`config.mk`:
```
export PLATFORM = sky130hd
export DESIGN_NAME = alu_seq_frontend
export DESIGN_NICKNAME = d
export VERILOG_FILES = /design/src/rtl/alu_seq_frontend.sv
export SDC_FILE = /design/constraint.sdc
export NUM_CORES = 1
export LEC_CHECK = 0
export BUFFER_PORTS_ARGS = -buffer_cell sky130_fd_sc_hd__clkbuf_2
export CAP_MARGIN = 5
export CORE_ASPECT_RATIO = 0.6
export CORE_MARGIN = 4
export CORE_UTILIZATION = 50
export CTS_CLUSTER_SIZE = 12
export DETAILED_ROUTE_END_ITERATION = 8
export PLACE_DENSITY = 0.8
export SLEW_MARGIN = 20
export SYNTH_ARGS = -nofsm -noshare
export SYNTH_HDL_FRONTEND = slang
export SYNTH_SLANG_ARGS = --single-unit
```
`constraint.sdc`:
```
create_clock -name clk -period 1.9 [get_ports clk]
set_input_delay 0 -clock clk [delete_from_list [all_inputs] [get_ports clk]]
set_output_delay 0 -clock clk [all_outputs]
set_load 0.02 [all_outputs]
```
`src/rtl/alu_seq_frontend.sv`:
```
// Request sequencer in front of the 8-bit serial ALU: accepts one operation,
// streams its operand bytes, waits for the ALU end flag, returns a 16-bit result.
module alu_seq_frontend #(
  parameter int TIMEOUT_CYCLES = 64,
  parameter int CNT_W          = 7
) (
  input  logic        clk,
  input  logic        reset,
  input  logic        req_valid,
  output logic        req_ready,
  input  logic [1:0]  req_op,
  input  logic [15:0] req_x,
  input  logic [7:0]  req_y,
  output logic        rsp_valid,
  input  logic        rsp_ready,
  output logic [15:0] rsp_data,
  output logic        rsp_err,
  output logic        alu_begin,
  output logic [1:0]  alu_op_code,
  output logic [7:0]  alu_inbus,
  input  logic [7:0]  alu_outbus,
  input  logic        alu_end,
  output logic        busy,
  output logic [2:0]  state_dbg
);

  // Handshakes: a transfer happens on a rising clk edge where valid && ready;
  // rsp_data/rsp_err stay stable while rsp_valid is high and rsp_ready is low.
  typedef enum logic [2:0] {
    S_IDLE, S_START, S_LOAD, S_WAIT, S_CAPT_LO, S_RESP
  } state_t;

  localparam logic [CNT_W-1:0] WD_LAST = CNT_W'(TIMEOUT_CYCLES - 1);
  localparam logic [CNT_W-1:0] WD_ONE  = CNT_W'(1);

  state_t            state;
  logic [1:0]        op_q;
  logic [15:0]       x_q;
  logic [7:0]        y_q;
  logic [1:0]        idx;
  logic [CNT_W-1:0]  wd;
  logic [7:0]        hi_q;
  logic [1:0]        last_idx;

  assign state_dbg = state;
  assign last_idx  = (op_q == 2'b11) ? 2'd2 : 2'd1;

  // Load order: divide sends the 16-bit dividend high byte first, others send X[7:0]
  function automatic logic [7:0] byte_at(input logic [1:0] op, input logic [15:0] x,
                                         input logic [7:0] y, input logic [1:0] i);
    if (op == 2'b11) begin
      case (i)
        2'd0:    return x[15:8];
        2'd1:    return x[7:0];
        default: return y;
      endcase
    end
    return (i == 2'd0) ? x[7:0] : y;
  endfunction

  always_ff @(posedge clk or negedge reset) begin
    if (!reset) begin
      state       <= S_IDLE;
      op_q        <= 2'b00;
      x_q         <= 16'h0000;
      y_q         <= 8'h00;
      idx         <= 2'd0;
      wd          <= '0;
      hi_q        <= 8'h00;
      req_ready   <= 1'b1;
      rsp_valid   <= 1'b0;
      rsp_data    <= 16'h0000;
      rsp_err     <= 1'b0;
      alu_begin   <= 1'b0;
      alu_op_code <= 2'b00;
      alu_inbus   <= 8'h00;
      busy        <= 1'b0;
    end else begin
      case (state)
        S_IDLE: begin
          if (req_valid && req_ready) begin
            op_q      <= req_op;
            x_q       <= req_x;
            y_q       <= req_y;
            req_ready <= 1'b0;
            busy      <= 1'b1;
            if (req_op == 2'b11 && req_y == 8'h00) begin
              state     <= S_RESP;
              rsp_valid <= 1'b1;
              rsp_data  <= 16'hFFFF;
              rsp_err   <= 1'b1;
            end else begin
              state       <= S_START;
              alu_begin   <= 1'b1;
              alu_op_code <= req_op;
              idx         <= 2'd0;
            end
          end
        end
        S_START: begin
          alu_begin <= 1'b0;
          alu_inbus <= byte_at(op_q, x_q, y_q, 2'd0);
          idx       <= 2'd0;
          state     <= S_LOAD;
        end
        S_LOAD: begin
          if (idx == last_idx) begin
            alu_inbus <= 8'h00;
            wd        <= '0;
            state     <= S_WAIT;
          end else begin
            idx       <= idx + 2'd1;
            alu_inbus <= byte_at(op_q, x_q, y_q, idx + 2'd1);
          end
        end
        S_WAIT: begin
          // alu_end wins over the watchdog on the final cycle
          if (alu_end) begin
            hi_q  <= alu_outbus;
            state <= S_CAPT_LO;
          end else if (wd == WD_LAST) begin
            state       <= S_RESP;
            rsp_valid   <= 1'b1;
            rsp_data    <= 16'h0000;
            rsp_err     <= 1'b1;
            alu_op_code <= 2'b00;
          end else begin
            wd <= wd + WD_ONE;
          end
        end
        S_CAPT_LO: begin
          state       <= S_RESP;
          rsp_valid   <= 1'b1;
          rsp_err     <= 1'b0;
          alu_op_code <= 2'b00;
          rsp_data    <= op_q[1] ? {hi_q, alu_outbus} : {{8{hi_q[7]}}, hi_q};
        end
        S_RESP: begin
          if (rsp_ready) begin
            state     <= S_IDLE;
            rsp_valid <= 1'b0;
            rsp_data  <= 16'h0000;
            rsp_err   <= 1'b0;
            busy      <= 1'b0;
            req_ready <= 1'b1;
          end
        end
        default: state <= S_IDLE;
      endcase
    end
  end

endmodule

```
==> metrics <==
number of standard cells after synthesis=about 450; number of enable flip-flop cells after synthesis=0; # H-tree levels=3; unrepaired setup endpoints after global routing=true; Initial DRC Count=441; Relative slew margins=63.4%; fraction of final layout cells sized beyond drive strength 1=30.6%; LEAKAGE=0.00263 uW; global-route wire length before repair=~20000 um; worst hold-check slack=0.0730 ns; number of flip-flops and latches in the synthesized netlist=77; Post-Syn Area per Cell=9.26 um2; Crit Path Class=reg -> reg; final hold vios=0; Max Fclk=529 MHz; Synth Warn #=0; library cell occupying the most area in the post-synthesis netlist=dfrtp_1; category of the worst setup path capture point=flip-flop; sequential-to-total area share from yosys stat=46.0%; synth cell count leaders=nand2_1 (106), dfrtp_1 (76), a21oi_1 (34); overall track demand over capacity in global routing=approximately 25%; share of synthesized flip-flops with an asynchronous set or reset=100%; Peak VDD IR=between 0.0006 and 0.0007 V; data arrival at the endpoint of the critical path=2.12 ns; height of the die=78.9 um; total congestion overflow=0; pin count of the biggest net entering global routing=42; Worst Setup Slack post-DPL=0.0126 ns; number of stages on the worst hold path=4; count of input and output buffers=a little over 70; status=finished, final reports clean; Power Total=about 9200 uW; fraction of synthesized cell area taken by the top area cell type=~45%; placement row count=25; antenna diode count=0; critical path peak fanout=8; average detailed-routed wire length per instance=17.1 um; DIE AREA=~10000 um2; root buffer cell=clkbuf_16; final clock period utilization by the worst path=between 90% and 100%; Maximum Capacitance Violations=0; number of buffers on the longest clock path=2; Sinks on Clock Net=77; area delta synth->final=33.7%; post-detailed-routing wire length=11900 um; number of antenna violations at the first check in global routing=0; floorplan die width=between 100 and 150 um; HPWL reported at the end of detailed placement=around 8200 um; class of the most critical hold timing path=in -> reg; Netlist cell types=57; number of design rule violations left after detail routing=0; total power divided by cell area=around 1600 nW/um2; Starting Density=around 52%; most used flip-flop cell after synthesis=dfrtp_1; Slew Limit Fails=0; detail-routed via count per cell=~5.7; Final GP Congestion=0.850; Clock transition at path regs=0.06 ns; Worst R2R Path Depth=7; core region area=8010 um2; Skew-Pair Late Insertion Delay=0.34 ns; detailed-route via count=3953; Num CTS Buffers=9; TritonCTS clock tree=built; fin crit period=about 1.9 ns; dominant cell by count in the synthesized netlist=nand2_1; Finish-stage setup viols=0; Layout Nets=around 630; Pre-Repair DR Iteration Count=6; Layout Skew=0.00652 ns; number of nets in the synthesized netlist=494; minimum setup slack in the final design=roughly 0.0098 ns; Least-Margin Pin Slew=0.550 ns; number of I/O pins=73; Antenna Nets Post-Route=0; sum of negative setup slack=0 ns; worst path required time=2.13 ns; synthesized area=4190 um2; vias in the first global route=3960; sort of element at the start of the critical path=flip-flop; largest cells by area after synthesis=dfrtp_1 (45%), nand2_1 (9.5%), mux2_2 (8.1%)
## worst max-delay path, cell delays in order (launching register included)
cell       delay, ns
dfrtp_2         0.46
buf_6           0.15
a21o_1          0.18
a221oi_2        0.32
a211oi_4        0.07
buf_6           0.14
clkbuf_16       0.16
mux2_4          0.29
## layout make-up
cell class	count	area [um2]
clock buffer	14	274
clock inverter	1	5.00
fill	596	2410
inverter	16	60.1
multi-input combinational	331	2090
sequential	77	1930
tap	108	135
timing repair buffer	149	1110
## placed cells by master, fill, tap and decap left out, drive strengths merged, types with 7 or more instances in the layout
master,count
o221ai,8
nor3,11
a22oi,7
o21ai,32
buf,41
mux2,32
dlygate4sd3,36
nand3,10
clkbuf,86
nand2,106
nor2,18
dfrtp,76
inv,16
nor2b,8
o21a,8
mux2i,10
a21oi,34
## per-stage QoR
step           std cells  util, %  cell area, um2
2_1_floorplan        452        -            4210
3_3_place_gp         635     60.5            4850
3_5_place_dp         635     60.5            4850
4_1_cts              689     68.8            5510
5_1_grt              696     69.9            5600
6_report             696     69.9            5600
## cell families (layout without fill, tap and decap cells)
logic type / count (synthesis) / count (layout) / synth area share (%)
buffers and inverters: 44 / 180 / 4.87
AOI/OAI and AO/OA: 108 / 108 / 16.6
adders and majority gates: 3 / 3 / 0.896
muxes: 42 / 42 / 11.2
xor gates and xnor gates: 1 / 1 / 0.209
DFF: 77 / 77 / 46.0
and+or+nand+nor: 177 / 177 / 20.2
## state kept, by name, indices dropped and copies added (netlist names)
name         flops
wd               7
alu_inbus        8
op_q             2
hi_q             8
rsp_valid        1
y_q              8
alu_op_code      2
alu_begin        1
busy             1
rsp_data        16
state_dbg        3
req_ready        1
rsp_err          1
x_q             16
idx              2
## where the power goes
part / switching (uW) / leakage, uW / total, uW / internal (uW)
Sequential: 716 / 0.000948 / 3070 / 2350
Combinational: 2380 / 0.00154 / 4500 / 2130
Clock: 640 / 0.000139 / 1620 / 982
Total: 3730 / 0.00263 / 9200 / 5460
## worst paths after layout
check | from | endpoint | slack (ns)
setup / recovery | state_dbg[2] | rsp_data[5] | 0.01
setup reg to reg | state_dbg[2] | rsp_data[5] | 0.01
hold reg to reg | rsp_err | rsp_err | 0.51
max in group asynchronous | reset | x_q[14] | 1.13
min in group asynchronous | reset | rsp_err | 0.19
hold / removal | req_valid | req_ready | 0.07
## routing by layer
layer | share of wire (%) | GRT usage, % | vias up
li1 | - | - | 1838
met1 | 46 | 34.8 | 1914
met2 | 44 | 37.6 | 183
met3 | 8.5 | 7.19 | 18
met4 | 1.2 | 6.53 | 0
met5 | 0 | 0 | -
## timing repair
item	4_1_cts	5_1_grt
hold endpoints to repair	77	0
setup endpoints to repair	1	28
pin swaps	0	3
resized for setup	0	8
gates cloned	0	1
buffers inserted	3	6
hold buffers	36	0
Power figures use the tool's default switching activity.
